[src/rtl/arb_pkg.sv]
// Shared definitions for the round-robin grant scheduler: default sizes, FSM encoding
// and the one-hot helper used to build the grant vector.
package arb_pkg;

  localparam int NUM_REQ_DEF = 16;
  localparam int IDX_W_DEF   = 4;

  typedef enum logic {
    ST_IDLE  = 1'b0,
    ST_GRANT = 1'b1
  } arb_state_t;

  function automatic logic [NUM_REQ_DEF-1:0] onehot(input logic [IDX_W_DEF-1:0] idx);
    logic [NUM_REQ_DEF-1:0] v;
    v      = '0;
    v[idx] = 1'b1;
    return v;
  endfunction

endpackage

[src/rtl/prio_enc.sv]
// Combinational lowest-index-first priority encoder with a 'found' flag.
module prio_enc #(
  parameter int NUM_REQ = 16,
  parameter int IDX_W   = 4
) (
  input  logic [NUM_REQ-1:0] vec,
  output logic [IDX_W-1:0]   idx,
  output logic               found
);

  // Scanning downward lets the lowest set bit overwrite any higher one.
  always_comb begin
    idx   = '0;
    found = 1'b0;
    for (int i = NUM_REQ - 1; i >= 0; i--) begin
      if (vec[i]) begin
        idx   = IDX_W'(i);
        found = 1'b1;
      end
    end
  end

endmodule

[src/rtl/rr_grant_scheduler.sv]
// Round-robin grant scheduler: holds a one-hot grant until the owner releases.
// Optional forced revoke after MAX_HOLD cycles when ARB_TIMEOUT_EN is defined.
module rr_grant_scheduler
  import arb_pkg::*;
#(
  parameter int NUM_REQ  = NUM_REQ_DEF,
  parameter int IDX_W    = IDX_W_DEF,
  parameter int MAX_HOLD = 64
) (
  input  logic               clk,
  input  logic               rst_n,
  input  logic [NUM_REQ-1:0] req,
  output logic [NUM_REQ-1:0] gnt,
  output logic [IDX_W-1:0]   gnt_idx,
  output logic               gnt_valid,
  output logic               timeout
);

  if (NUM_REQ < 2 || NUM_REQ > NUM_REQ_DEF || (1 << IDX_W) != NUM_REQ || MAX_HOLD < 2) begin : g_param_chk
    $error("rr_grant_scheduler: unsupported NUM_REQ/IDX_W/MAX_HOLD combination");
  end

  arb_state_t             state, state_nxt;
  logic [IDX_W-1:0]       ptr, ptr_nxt;
  logic [NUM_REQ-1:0]     gnt_nxt;
  logic [IDX_W-1:0]       gnt_idx_nxt;
  logic [NUM_REQ-1:0]     mask;
  logic [IDX_W-1:0]       m_idx, u_idx, win_idx;
  logic                   m_found, u_found;
  logic [NUM_REQ_DEF-1:0] win_oh_full;
  logic                   owner_rel;
  logic                   rearb;
  logic                   revoke;

  // Bits at or above the rotate pointer form the higher-priority window.
  always_comb begin
    mask = '0;
    for (int i = 0; i < NUM_REQ; i++) begin
      mask[i] = (i >= int'(ptr));
    end
  end

  prio_enc #(.NUM_REQ(NUM_REQ), .IDX_W(IDX_W)) u_enc_masked (
    .vec   (req & mask),
    .idx   (m_idx),
    .found (m_found)
  );

  prio_enc #(.NUM_REQ(NUM_REQ), .IDX_W(IDX_W)) u_enc_unmasked (
    .vec   (req),
    .idx   (u_idx),
    .found (u_found)
  );

  assign win_idx     = m_found ? m_idx : u_idx;
  assign win_oh_full = onehot(IDX_W_DEF'(win_idx));
  assign owner_rel   = (state == ST_GRANT) && !req[gnt_idx];

`ifdef ARB_TIMEOUT_EN
  localparam int CNT_W = $clog2(MAX_HOLD + 1);

  logic [CNT_W-1:0] hold_cnt, hold_cnt_nxt;
  logic             timeout_q;

  // ptr already sits just past the owner, so a revoked owner is naturally scanned last.
  assign revoke = (state == ST_GRANT) && req[gnt_idx] && (hold_cnt == CNT_W'(MAX_HOLD - 1));

  always_comb begin
    hold_cnt_nxt = hold_cnt;
    if (rearb) begin
      hold_cnt_nxt = '0;
    end else if (state == ST_GRANT) begin
      hold_cnt_nxt = hold_cnt + CNT_W'(1);
    end
  end

  always_ff @(posedge clk or negedge rst_n) begin
    if (!rst_n) begin
      hold_cnt  <= '0;
      timeout_q <= 1'b0;
    end else begin
      hold_cnt  <= hold_cnt_nxt;
      timeout_q <= revoke;
    end
  end

  assign timeout = timeout_q;
`else
  assign revoke  = 1'b0;
  assign timeout = 1'b0;
`endif

  assign rearb = (state == ST_IDLE) || owner_rel || revoke;

  always_comb begin
    state_nxt   = state;
    ptr_nxt     = ptr;
    gnt_nxt     = gnt;
    gnt_idx_nxt = gnt_idx;
    if (rearb) begin
      if (u_found) begin
        state_nxt   = ST_GRANT;
        gnt_nxt     = win_oh_full[NUM_REQ-1:0];
        gnt_idx_nxt = win_idx;
        ptr_nxt     = win_idx + IDX_W'(1);
      end else begin
        state_nxt   = ST_IDLE;
        gnt_nxt     = '0;
        gnt_idx_nxt = '0;
      end
    end
  end

  always_ff @(posedge clk or negedge rst_n) begin
    if (!rst_n) begin
      state   <= ST_IDLE;
      ptr     <= '0;
      gnt     <= '0;
      gnt_idx <= '0;
    end else begin
      state   <= state_nxt;
      ptr     <= ptr_nxt;
      gnt     <= gnt_nxt;
      gnt_idx <= gnt_idx_nxt;
    end
  end

  assign gnt_valid = (state == ST_GRANT);

endmodule
[config.mk]
export PLATFORM = sky130hd
export DESIGN_NAME = rr_grant_scheduler
export DESIGN_NICKNAME = d
export VERILOG_FILES = /design/src/rtl/arb_pkg.sv /design/src/rtl/prio_enc.sv /design/src/rtl/rr_grant_scheduler.sv
export SDC_FILE = /design/constraint.sdc
export NUM_CORES = 1
export LEC_CHECK = 0
export ABC_AREA = 1
export CAP_MARGIN = 20
export CORE_ASPECT_RATIO = 1.75
export CORE_MARGIN = 2
export CORE_UTILIZATION = 35
export DETAILED_ROUTE_END_ITERATION = 6
export PLACE_DENSITY = 0.69
export SLEW_MARGIN = 20
export SYNTH_ARGS = -nofsm -noshare
export SYNTH_HDL_FRONTEND = slang
export SYNTH_SLANG_ARGS = --single-unit
export TNS_END_PERCENT = 5
[constraint.sdc]
create_clock -name clk -period 5.94 [get_ports clk]
set_clock_uncertainty 0.1 [all_clocks]
set_input_delay 0.891 -clock clk [delete_from_list [all_inputs] [get_ports clk]]
set_output_delay 0.891 -clock clk [all_outputs]
set_load 0.1 [all_outputs]
==> metrics.md, run 1 <==
| Metric | Value |
|---|---|
| Post-synth ARST share | 1.00 |
| Hold Path Class | register to register |
| Port Buffers | 38 |
| XOR/XNOR share of the synthesized area | 0 |
| Crit. End Element | primary output |
| Clock Tree Buf Depth | 2 |
| Die ar. | 5720 sq um |
| Sw frac | 0.603 |
| Crit path DAT | 2.00 ns |
| Die extent in y | 98.6 um |
| Slew Limit Fails | 0 |
| Post-DRT Antenna Nets | 0 |
| Worst Reg-to-Reg Cells | 20 |
| Peak VDD IR | 0.000670 V |
| Largest net degree at the start of global routing | 26 |
| Minimum hold slack | 0.395 ns |
| Setup total negative slack | 0 ns |
| CTS Sinks | 25 |
| Sequential cell fraction of total power | 0.229 |
| Syn_nets | 284 |
| Minimum clock period | 2.99 ns |
| Crit Path Max Fanout | 11 |
| Worst Tran Pin Value | 0.978 ns |
| Status | complete, no violations |
| Drc violations | 0 |
| Post-CTS setup buffers | 0 |
| Clk pwr share | 0.080 |
| GR Overflow Total | 0 |
| Crit path cell chain | clkdlybuf4s50_1 |
| Number of flops mapped to enable cells by yosys | 0 |
| Unrepaired setup endpoints after global routing | false |
| Die X-Extent | 58.0 um |
| Dpl ws | 2.80 ns |
| Yosys reg bits | 25 |
| Drt via density | 5.09 |
| Unique masters post-synth | 33 |
| Detailed Place HPWL | 3.87 mm |
| # IOs | 40 |
| Core area | 4930 sq um |
| Net Switching | 0.752 mW |
| Placer Congestion | 0.887 |
| Compound-Gate Fraction of Synth Area | 0.171 |
| Yosys warns | 0 |
| Internal power | 0.496 mW |
| Synth Flop Type | dfrtp_1 |
| Synth Area in Adders | 0.0280 |
| Final period util | 0.504 |
| Finish-stage setup viols | 0 |
| Post-route setup slack | 2.95 ns |
| Post-synth top area cell | dfrtp_1 |
| Total track usage | 0.175 |
| Diode count | 0 |
| CP startpoint | gnt_idx[0] |
| H-tree depth | 1 |
| Rel. slew slack | 0.346 |
| CTS tree | done |
| Synth area leaders | dfrtp_1, nand2_1, o21ai_0, inv_1, nand3_1 |
| Initial DRC Count | 57 |
| Slowest CP cell | clkdlybuf4s50_1 |
| Max incr delay on CP | 1.21 ns |
| Startpoint types | register |
| Sequential share of the synthesized area | 0.350 |
| Post-Syn Area per Cell | 6.82 sq um |
| Reg-to-reg endpoint | gnt[10] |
| P&R area growth vs syn | 24.9% |
| Share of post-route cells with drive strength above 1 | 0.0872 |
| Worst-path clk slew | 0.09 ns |
| Layout fillers | 519 |
| Fin. Hold Viols | 0 |
| Syn Inst Count | 262 |
| Comb pwr share | 0.691 |
| Clock root buffer | clkbuf_8 |
| CP Capture Point | gnt_idx[0] |
| Max_cap viols | 0 |
| # hold bufs at CTS | 0 |
| WL/cell | 13.7 um |
| Leakage | 1.07 nW |
| Crit Reg-Reg Startpoint | ptr[3] |
| CP Class | register to primary output |
| Post-Synthesis Cell Area | 1790 sq um |
| Clk_lat worst skew | 0.27 ns |
| Post-layout total power | 1.25 mW |
| Mux cell area share after synthesis | 0 |
| Post-CTS sizing | 0 |
| Synth top area share | 0.350 |
| Drt pass-1 iters | 4 |
| Initial Util | 0.362 |
| Post-Route WL | 4.83 mm |
| Simple-Gate Fraction of Synth Area | 0.339 |
| Worst Path Required | 4.95 ns |
| PD cells | 559 nW/um^2 |
| CTS Buf Count | 3 |
| Initial antenna violation count | 0 |
| Worst R2R Setup Slack | 3.54 ns |
| Routed vias | 1792 |
| Final #Nets | 321 |
| Vias in the first global route | 1747 |
| Standard-cell rows | 34 |
| First-pass GRT wire length | 7.94 mm |
| WP depth | 1 |
| WP buf/inv | 1 |
| Largest family of logic cells by synthesized area | simple AND/OR/NAND/NOR gates |
| Fmax | 334 MHz |
| Largest delay contributor family on the critical path | buffers and inverters |
placed cells by master, fill, tap and decap left out:
cell	netlist	final
and2_4	1	1
nand3_1	19	19
clkdlybuf4s50_1	0	37
o21a_1	1	1
dfrtp_1	25	25
o21ai_2	1	1
ha_1	4	4
buf_2	1	1
o211ai_2	1	1
o21ai_1	2	2
a31oi_1	1	1
and2_1	1	1
o221ai_1	1	1
nand2_1	79	79
nand2_4	2	2
nand4_2	1	1
and3_1	1	1
nor3_1	4	4
o21ai_0	35	35
o211ai_1	1	1
a21oi_1	11	11
nand2_2	4	4
nor2_2	4	4
nor4_1	2	2
inv_1	36	36
o21bai_1	2	2
nand3_2	1	1
nor2_1	9	9
nor2_8	1	1
nor2_4	1	1
inv_2	4	4
clkinvlp_4	0	1
conb_1	1	1
clkbuf_8	0	3
flip-flops by register name, summed over array words and instances (netlist names):
signal / flops
gnt_idx: 4
gnt_valid: 1
gnt: 16
ptr: 4
cell usage after synthesis, types with 2 or more instances:
master	number
a21oi_1	11
buf_4	4
dfrtp_1	25
ha_1	4
inv_1	36
inv_2	4
nand2_1	79
nand2_2	4
nand2_4	2
nand3_1	19
nor2_1	9
nor2_2	4
nor3_1	4
nor4_1	2
o21ai_0	35
o21ai_1	2
o21bai_1	2
per-stage QoR:
stage,instance area [sq um],utilization,cells
6_report,2230,0.453,352
5_1_grt,2230,0.453,352
4_1_cts,2240,0.454,352
3_5_place_dp,2190,0.444,348
3_3_place_gp,2190,0.444,348
2_1_floorplan,1790,-,262
layout make-up:
cell class,count,area (sq um),share of cell area
timing repair buffer,38,375,0.168
sequential,25,626,0.280
tap,54,67.6,0.0303
inverter,40,150,0.0672
multi-input combinational,191,966,0.432
clock buffer,3,41.3,0.0185
clock inverter,1,7.51,0.00336
cells by family (layout without fill, tap and decap cells):
kind of cell	Yosys count	in the layout
simple gates	130	130
fa+ha+maj	4	4
other cells	1	1
buf+inv	46	82
flops	25	25
compound gates	56	56
power groups by stage:
stage               clock network, mW  logic [mW]  registers, mW
global route                    0.111       0.935          0.296
floorplan                           0       0.443          0.530
detailed placement                  0       0.865          0.289
global placement                    0       0.857          0.290
CTS                             0.104       0.869          0.287
finish                          0.100       0.862          0.286
worst min-delay path by stage:
stage | startpoint | end | slack [ns] | cells after the start
finish | gnt[2] | gnt[2] | 0.39 | 2
global route | gnt[8] | gnt[8] | 0.43 | 2
detailed placement | gnt[13] | gnt[13] | 0.38 | 2
CTS | gnt[2] | gnt[2] | 0.40 | 2
floorplan | ptr[0] | ptr[0] | 0.44 | 1
global placement | gnt[2] | gnt[2] | 0.38 | 2
metal layers:
| metal | vias up | part of all wire | wire length [um] | track usage |
|---|---|---|---|---|
| li1 | 910 | - | - | - |
| met1 | 814 | 0.39 | 1890 | 0.202 |
| met2 | 58 | 0.54 | 2590 | 0.322 |
| met3 | 10 | 0.048 | 233 | 0.0105 |
| met4 | 0 | 0.025 | 119 | 0.0769 |
| met5 | - | 0 | 0 | 0 |
No activity file was read; power rests on OpenSTA's default activity.
==> run 2: changes to the inputs <==
==> constraint.sdc (replaced) <==
create_clock -name clk -period 2.8 [get_ports clk]
set_clock_uncertainty 0.1 [all_clocks]
set_input_delay 0.42 -clock clk [delete_from_list [all_inputs] [get_ports clk]]
set_output_delay 0.42 -clock clk [all_outputs]
set_load 0.1 [all_outputs]
==> metrics.md, run 2 (same netlist as run 1, synthesis figures left out) <==
| Metric | Value |
|---|---|
| Largest net degree at the start of global routing | 26 |
| Net Switching | 1.61 mW |
| CTS Sinks | 25 |
| Placed Cells | 350 |
| Drc violations | 0 |
| CP Class | register to register |
| Clock root buffer | clkbuf_8 |
| Crit path cell chain | nand2_4 > o21ai_2 > nand2_1 > nand2_1 > nand2_1 > nand2_1 > nand2_1 > nand2_1 > nand2_1 > nand2_1 > nand2_1 > nand2_1 > nand2_1 > nand2_1 > nand2_1 > nand2_2 > inv_1 > ha_1 > nand2_1 > o21ai_0 |
| Final Cell Area | 2200 sq um |
| Top flop regs | gnt: 16 flops, gnt_idx: 4 flops, ptr: 4 flops |
| Final period util | 0.882 |
| Comb pwr share | 0.691 |
| Worst-path clk slew | 0.09 ns |
| Max incr delay on CP | 0.58 ns |
| Crit Path Max Fanout | 8 |
| # hold bufs at CTS | 0 |
| Leakage | 1.11 nW |
| Post-CTS setup buffers | 0 |
| Status | complete, no violations |
| GR Overflow Total | 0 |
| Top sig layer | met4 |
| Met2 WL | 2.67 mm |
| PD cells | 1210 nW/um^2 |
| Fin. Hold Viols | 0 |
| Most frequent cells in the layout | nand2_1, inv_1, o21ai_0, dfrtp_1, buf_4 |
| Drt pass-1 iters | 4 |
| Initial antenna violation count | 0 |
| Startpoint types | register |
| WL/cell | 13.8 um |
| Post-Route WL | 4.88 mm |
| Setup total negative slack | 0 ns |
| P&R area growth vs syn | 23.1% |
| Routed vias | 1807 |
| Unrepaired setup endpoints after global routing | false |
| Initial DRC Count | 54 |
| Core area | 4930 sq um |
| WP buf/inv | 1 |
| Final #Nets | 323 |
| Post-DP Area | 2150 sq um |
| Most used cell, CP | nand2_1 |
| First-pass GRT wire length | 8.18 mm |
| Standard-cell rows | 34 |
| Clk_lat worst skew | 0.27 ns |
| Sw frac | 0.606 |
| Clk pwr share | 0.080 |
| Post-DRT Antenna Nets | 0 |
| Fmax | 405 MHz |
| Drt via density | 5.10 |
| Worst Path Required | 2.84 ns |
| H-tree depth | 1 |
| Crit. End Element | register |
| Vias in the first global route | 1885 |
| Die extent in y | 98.6 um |
| Minimum clock period | 2.47 ns |
| Sequential cell fraction of total power | 0.229 |
| Internal power | 1.05 mW |
| Largest register by flop count | gnt |
| Post-route setup slack | 0.330 ns |
| Finish-stage setup viols | 0 |
| WL met3 | 165 um |
| Max reg flops | 16 |
| Total track usage | 0.181 |
| Wl on met1 | 1.88 mm |
| Port Buffers | 38 |
| Clock Tree Buf Depth | 2 |
| Diode count | 0 |
| Crit path DAT | 2.51 ns |
| Peak VDD IR | 0.00134 V |
| Die X-Extent | 58.0 um |
| Largest delay contributor family on the critical path | simple AND/OR/NAND/NOR gates |
| Initial Util | 0.362 |
| Non-filler cells, final | 354 |
| CTS Buf Count | 3 |
| Hold Path Class | input port to async pin |
| Detailed Place HPWL | 3.96 mm |
| Post-CTS sizing | 0 |
| Slew Limit Fails | 0 |
| Share of post-route cells with drive strength above 1 | 0.160 |
| CTS tree | done |
| Slowest CP cell | dfrtp_1 |
| Placer Congestion | 0.928 |
| Commonest non-fill, non-tap cell in the layout | nand2_1 |
| # IOs | 40 |
| Max_cap viols | 0 |
| Dpl ws | 0.142 ns |
| Die ar. | 5720 sq um |
run 2: changes by cell type in the layout (fill, tap and decap cells not counted), sizes merged:
cell           delta
buf              +22
clkdlybuf4s50    -20
run 2: metal layers:
layer,vias up,GRT usage
met3,14,0.0144
met1,823,0.199
met5,-,0
li1,913,-
met2,57,0.338
met4,0,0.0823
run 2: worst paths after layout:
kind	startpoint	endpoint	slack (ns)	cells after the start
worst max-delay path	ptr[3]	gnt[10]	0.33	20
worst min-delay path	rst_n	gnt[5]	0.40	2
worst max register to register	ptr[3]	gnt[10]	0.33	20
worst min register to register	gnt[12]	gnt[12]	0.40	2
max in group asynchronous	rst_n	gnt[14]	1.96	2
min in group clk	gnt[12]	gnt[12]	0.40	2
run 2: power by group through the flow:
stage	Clock [mW]	Sequential [mW]	Combinational [mW]
after floorplan	0	1.12	0.939
after global placement	0	0.616	1.82
after detailed placement	0	0.614	1.83
after CTS	0.220	0.608	1.84
after global routing	0.231	0.627	1.99
final	0.213	0.607	1.83
run 2: through the flow:
step / hold slack, ns / util / power, mW
after floorplan: 0.0244 / - / 2.06
after global placement: 0.378 / 0.436 / 2.44
after detailed placement: 0.379 / 0.436 / 2.45
after CTS: 0.402 / 0.446 / 2.67
after global routing: 0.424 / 0.446 / 2.85
final: 0.399 / 0.446 / 2.65
run 2: area by class of cell:
type,count,area (sq um)
inverter,40,150
multi-input combinational,191,966
tap,54,67.6
fill,509,2730
timing repair buffer,40,343
clock inverter,1,7.51
clock buffer,3,41.3
sequential,25,626
